[config.mk]
export PLATFORM = sky130hd
export DESIGN_NAME = timer_irq_ctrl_flat
export DESIGN_NICKNAME = d
export VERILOG_FILES = /design/src/rtl/timer_irq_ctrl_if.sv /design/src/rtl/timer_irq_ctrl.sv /design/src/flat_wrapper.sv
export SDC_FILE = /design/constraint.sdc
export NUM_CORES = 1
export LEC_CHECK = 0
export ABC_AREA = 1
export CAP_MARGIN = 20
export CORE_AREA = 8 8 47 49
export CTS_BUF_LIST = sky130_fd_sc_hd__clkbuf_8
export CTS_CLUSTER_DIAMETER = 60
export DETAILED_ROUTE_END_ITERATION = 16
export DIE_AREA = 0 0 55 57
export PLACE_DENSITY = 0.64
export SLEW_MARGIN = 20
export SYNTH_ARGS = -nofsm -noshare
export SYNTH_HDL_FRONTEND = slang
export SYNTH_SLANG_ARGS = --single-unit
[constraint.sdc]
create_clock -name i_clk -period 1.2 [get_ports i_clk]
set_input_delay 0.24 -clock i_clk [delete_from_list [all_inputs] [get_ports i_clk]]
set_output_delay 0.24 -clock i_clk [all_outputs]
set_load 0.01 [all_outputs]
[src/rtl/timer_irq_ctrl_if.sv]
// Interface between timer_irq_ctrl and its neighbours: base_timer trigger/enable
// plus the CPU-side config, acknowledge and status signals.
interface timer_irq_ctrl_if #(
  parameter int unsigned MISS_W = 8
);
  logic              i_trig;
  logic              i_cfg_we;
  logic [2:0]        i_cfg_data;
  logic              i_ack;
  logic              o_timer_en;
  logic              o_pend;
  logic              o_irq;
  logic [1:0]        o_state;
  logic [MISS_W-1:0] o_miss_cnt;

  modport slave (
    input  i_trig, i_cfg_we, i_cfg_data, i_ack,
    output o_timer_en, o_pend, o_irq, o_state, o_miss_cnt
  );

  modport master (
    output i_trig, i_cfg_we, i_cfg_data, i_ack,
    input  o_timer_en, o_pend, o_irq, o_state, o_miss_cnt
  );
endinterface

[src/rtl/timer_irq_ctrl.sv]
// Turns base_timer trigger pulses into a pending/ack interrupt, with periodic and one-shot modes.
// Optional TIMER_IRQ_MISS_EN adds a saturating counter of triggers lost while pending.
module timer_irq_ctrl #(
  parameter int unsigned MISS_W = 8
) (
  input  logic            i_clk,
  input  logic            i_srst,
  timer_irq_ctrl_if.slave bus
);

  typedef enum logic [1:0] {
    IDLE    = 2'd0,
    ARMED   = 2'd1,
    PENDING = 2'd2,
    DONE    = 2'd3
  } state_t;

  typedef struct packed {
    logic oneshot;
    logic irq_en;
    logic run;
  } cfg_t;

  state_t state_q, state_d;
  logic   oneshot_q, oneshot_d;
  logic   irq_en_q, irq_en_d;
  logic   timer_en_q, pend_q, irq_q;
  logic   timer_en_d, pend_d, irq_d;
  cfg_t   cfg_wr;

  assign cfg_wr = cfg_t'(bus.i_cfg_data);

  // Next state: a config write wins over trigger/ack and discards any pending event.
  always_comb begin
    state_d   = state_q;
    oneshot_d = oneshot_q;
    irq_en_d  = irq_en_q;
    if (bus.i_cfg_we) begin
      oneshot_d = cfg_wr.oneshot;
      irq_en_d  = cfg_wr.irq_en;
      state_d   = cfg_wr.run ? ARMED : IDLE;
    end else begin
      unique case (state_q)
        ARMED: begin
          if (bus.i_trig) state_d = PENDING;
        end
        PENDING: begin
          if (oneshot_q) begin
            if (bus.i_ack) state_d = DONE;
          end else if (bus.i_ack && !bus.i_trig) begin
            state_d = ARMED;
          end
        end
        default: ;
      endcase
    end
  end

  // Outputs are computed from next state so the flops present them in step with state_q.
  always_comb begin
    timer_en_d = (state_d == ARMED) || ((state_d == PENDING) && !oneshot_d);
    pend_d     = (state_d == PENDING);
    irq_d      = pend_d && irq_en_d;
  end

  always_ff @(posedge i_clk) begin
    if (i_srst) begin
      state_q    <= IDLE;
      oneshot_q  <= 1'b0;
      irq_en_q   <= 1'b0;
      timer_en_q <= 1'b0;
      pend_q     <= 1'b0;
      irq_q      <= 1'b0;
    end else begin
      state_q    <= state_d;
      oneshot_q  <= oneshot_d;
      irq_en_q   <= irq_en_d;
      timer_en_q <= timer_en_d;
      pend_q     <= pend_d;
      irq_q      <= irq_d;
    end
  end

  assign bus.o_timer_en = timer_en_q;
  assign bus.o_pend     = pend_q;
  assign bus.o_irq      = irq_q;
  assign bus.o_state    = state_q;

`ifdef TIMER_IRQ_MISS_EN
  localparam logic [MISS_W-1:0] MISS_MAX = '1;

  logic [MISS_W-1:0] miss_q;
  logic              miss_hit;

  // A trigger counts as missed only in periodic PENDING when it is not paired with an ack.
  assign miss_hit = !bus.i_cfg_we && (state_q == PENDING) && !oneshot_q &&
                    bus.i_trig && !bus.i_ack;

  always_ff @(posedge i_clk) begin
    if (i_srst || bus.i_cfg_we) begin
      miss_q <= '0;
    end else if (miss_hit && (miss_q != MISS_MAX)) begin
      miss_q <= miss_q + MISS_W'(1);
    end
  end

  assign bus.o_miss_cnt = miss_q;
`else
  assign bus.o_miss_cnt = MISS_W'(0);
`endif

endmodule

[src/flat_wrapper.sv]
// flat-port wrapper written by rule: the top's interface ports become plain ports
module timer_irq_ctrl_flat 
#(
  parameter int unsigned MISS_W = 8
)
  (i_clk, i_srst, bus_i_trig, bus_i_cfg_we, bus_i_cfg_data, bus_i_ack, bus_o_timer_en, bus_o_pend, bus_o_irq, bus_o_state, bus_o_miss_cnt);
  timer_irq_ctrl_if #(.MISS_W(MISS_W)) bus_i ();
  input  logic i_clk;
  input  logic i_srst;
  input wire logic [$bits(bus_i.i_trig)-1:0] bus_i_trig;
  input wire logic [$bits(bus_i.i_cfg_we)-1:0] bus_i_cfg_we;
  input wire logic [$bits(bus_i.i_cfg_data)-1:0] bus_i_cfg_data;
  input wire logic [$bits(bus_i.i_ack)-1:0] bus_i_ack;
  output wire logic [$bits(bus_i.o_timer_en)-1:0] bus_o_timer_en;
  output wire logic [$bits(bus_i.o_pend)-1:0] bus_o_pend;
  output wire logic [$bits(bus_i.o_irq)-1:0] bus_o_irq;
  output wire logic [$bits(bus_i.o_state)-1:0] bus_o_state;
  output wire logic [$bits(bus_i.o_miss_cnt)-1:0] bus_o_miss_cnt;
  assign bus_i.i_trig = bus_i_trig;
  assign bus_i.i_cfg_we = bus_i_cfg_we;
  assign bus_i.i_cfg_data = bus_i_cfg_data;
  assign bus_i.i_ack = bus_i_ack;
  assign bus_o_timer_en = bus_i.o_timer_en;
  assign bus_o_pend = bus_i.o_pend;
  assign bus_o_irq = bus_i.o_irq;
  assign bus_o_state = bus_i.o_state;
  assign bus_o_miss_cnt = bus_i.o_miss_cnt;
  timer_irq_ctrl #(.MISS_W(MISS_W)) u_core (.i_clk(i_clk), .i_srst(i_srst), .bus(bus_i));
endmodule
==> results.py <==
metrics = {
    "power_and_ir_drop": {
        "finalPower_mw": 0.713,
        "switchingPower_mw": 0.175,
        "pwr-share-comb": 0.198,
        "power.density_nw_per_um2": 1150,
        "leakagePower_nw": 0.325,
        "vdd_drop_max_uv": 749,
        "swShare": 0.246,
        "seqPwrFrac": 0.359,
        "intPower_mw": 0.537,
        "p_clk_frac": 0.442,
    },
    "hold_path": {
        "min_path_type": "reg2reg",
        "hp-start": "u_core.irq_en_q$_SDFF_PP0_",
    },
    "worst_setup_path": {
        "crit_family": "simple AND/OR/NAND/NOR gates",
        "start_kind": "flop",
        "worstSetupStartpoint": "u_core.bus.o_state[0]$_SDFF_PP0_",
        "critical_path_class": "reg2reg",
        "critPathArrivalTime_ns": 1.34,
        "worst_path_max_delay_cell": "dfxtp_4",
        "reg2reg_from": "u_core.bus.o_state[0]$_SDFF_PP0_",
        "crit_fanout": 4,
        "max_stage_delay_ns": 0.35,
        "crit_buf_inv": 1,
        "cp.required_ns": 1.32,
        "cpMostUsedCell": "nand2_1",
        "worstPathCellList": "inv_2, ha_4, nor2_1, nand2_1, nand2_1, nand3_2, nand2_2, nor2_2, nand2_1, nand2_1",
        "end_kind": "flop",
    },
    "cells_and_area": {
        "final_core_util": 0.394,
        "syn2layout_area_growth_pct": 48.8,
        "nFillCells": 183,
        "instances_no_fill": 96,
        "final_layout_size_suffix_gt1_frac": 0.253,
        "final_nets": 90,
        "antenna_cells": 0,
    },
    "synth": {
        "yosysMostFrequentCell": "nand2_1",
        "synth-async-reset-ratio": 0,
        "yosysWarnings": 0,
        "netlist_top_cells_count": "nand2_1, buf_4, nor2_1, dfxtp_1, inv_1",
        "synth_cell_type_count": 17,
        "yosys.area.top_type": "dfxtp_1",
        "synthTopCellsByArea": "dfxtp_1, buf_4, nand2_1, nor2_1, ha_1",
        "synthCells": 59,
        "synth_top_area_frac": 0.335,
        "yosysSeqAreaShare": 0.335,
        "syn_avg_cell_area_sq_um": 7.08,
        "ys_ff_latch": 7,
        "synth-main-ff-cell": "dfxtp_1",
        "synth-edff-count": 0,
        "syn_area_sq_um": 418,
    },
    "clock_tree": {
        "hold_buffers": 0,
        "cts_tree": "yes",
        "numCtsBuffers": 3,
        "clock_sinks": 7,
        "clkTransAtPathRegs_ns": 0.04,
        "htreeDepth": 1,
        "cts_root_buf": "clkbuf_8",
        "worstSkewPairLatency_ns": 0.22,
        "cts_buffer_depth": 2,
    },
    "sta": {
        "slew_viol_final": 0,
        "skew_ns": 0.000298,
        "setup-violations-final": 1,
        "rsz0062_at_grt": "yes",
        "timing.final.crit_share": 1.02,
        "fmax_mhz": 819,
        "period_minus_slack_ns": 1.22,
        "setup_ws_ns": -0.0210,
        "hold_viol": 0,
        "holdWs_ns": 0.478,
        "fin_tns_setup_ns": -0.0210,
    },
    "status": {
        "violations": "negative setup slack",
        "status": "finished with violations",
    },
    "die": {
        "pin_count": 21,
        "fp.dieW_um": 55,
        "die_h_um": 57,
        "die_area_sq_um": 3140,
        "core_sq_um": 1580,
        "rows": 15,
        "start_util": 0.265,
    },
    "place": {
        "gp_congestion": 0.662,
        "dp_cells": 92,
        "portBuffers": 12,
        "hpwl_um": 737,
    },
    "drt": {
        "ant_nets": 0,
        "drt_wl_total_um": 863,
        "route.vias.total": 375,
        "drt_iter0_markers": 0,
        "routedWlPerCell_um": 8.99,
        "dr.pass1.iters": 1,
        "drc_errors": 0,
        "vias_per_cell": 3.91,
    },
    "grt": {
        "grt_pass1_vias": 355,
        "antenna_found_initial": 0,
        "grt_overflow_total": 0,
        "grt_max_degree": 5,
        "grt_first_pass_wirelength_um": 1280,
        "track_usage": 0.0561,
    },
    "flow_run": {
        "maxCapViolCount": 0,
    },
}
timing repair:
action                                  CTS  global route
endpoints found under the setup margin    8             4
gates resized for setup                   5             1
pin swaps                                 4             3
buffers inserted                          0             0
cell usage in the layout, fill, tap and decap left out, types with 3 or more instances in the layout:
master	count
clkbuf_8	3
clkdlybuf4s50_1	6
buf_4	5
conb_1	8
inv_1	6
dfxtp_1	5
inv_2	3
nand2_2	3
nand2_1	14
dlygate4sd2_1	5
nor2_1	8
metal layers:
metal	global-route usage	share of wire	up-vias
met1	0.0522	0.40	158
met4	0.0619	0.0093	0
met5	0	0	-
li1	-	-	203
met2	0.0843	0.49	12
met3	0.0208	0.093	2
worst paths after layout:
kind | slack (ns) | end | cells after the start
min | 0.48 | u_core.irq_en_q$_SDFF_PP0_ | 2
max | -0.02 | u_core.bus.o_timer_en$_SDFF_PP0_ | 10
max reg2reg | -0.02 | u_core.bus.o_timer_en$_SDFF_PP0_ | 10
min reg2reg | 0.48 | u_core.irq_en_q$_SDFF_PP0_ | 2
sequential cells by signal (all words and copies together), names as in the netlist:
signal	count
u_core.irq_en_q	1
u_core.bus.o_timer_en	1
u_core.bus.o_irq	1
u_core.bus.o_state	2
u_core.oneshot_q	1
u_core.bus.o_pend	1
through the flow:
step           area, sq um  worst slack [ns]
2_1_floorplan          462           0.00336
3_3_place_gp           581            -0.245
3_5_place_dp           581            -0.273
4_1_cts                619           -0.0399
5_1_grt                622           -0.0953
6_report               622           -0.0210
worst min-delay path, stage by stage, from the launching register on:
cell,delay (ns)
dfxtp_1,0.29
nor2_1,0.08
nor3_1,0.06
cell families (layout without fill, tap and decap cells):
logic type,count (synthesis),after routing,share of synthesized area
other,1,8,0.00897
AOI/OAI and AO/OA,2,2,0.0329
buffers and inverters,16,29,0.216
muxes,1,1,0.0240
and+or+nand+nor,30,30,0.323
DFF,7,7,0.335
adders and majority gates,2,2,0.0599
cell type report:
type / count / area [sq um] / share of cell area
inverters: 8 / 30.0 / 0.0483
multi-input cells: 43 / 226 / 0.364
clock buffers: 3 / 41.3 / 0.0664
repair buffers: 17 / 154 / 0.247
well taps: 17 / 21.3 / 0.0342
clock inverters: 1 / 3.75 / 0.00604
flip-flops and latches: 7 / 145 / 0.233
power groups by stage:
stage	sequential, mW	clock [mW]	combinational [mW]
6_report	0.256	0.315	0.141
5_1_grt	0.258	0.342	0.157
4_1_cts	0.256	0.331	0.143
3_5_place_dp	0.260	0	0.149
3_3_place_gp	0.260	0	0.148
2_1_floorplan	0.263	0	0.0950
(Power assumes the default switching activity.)
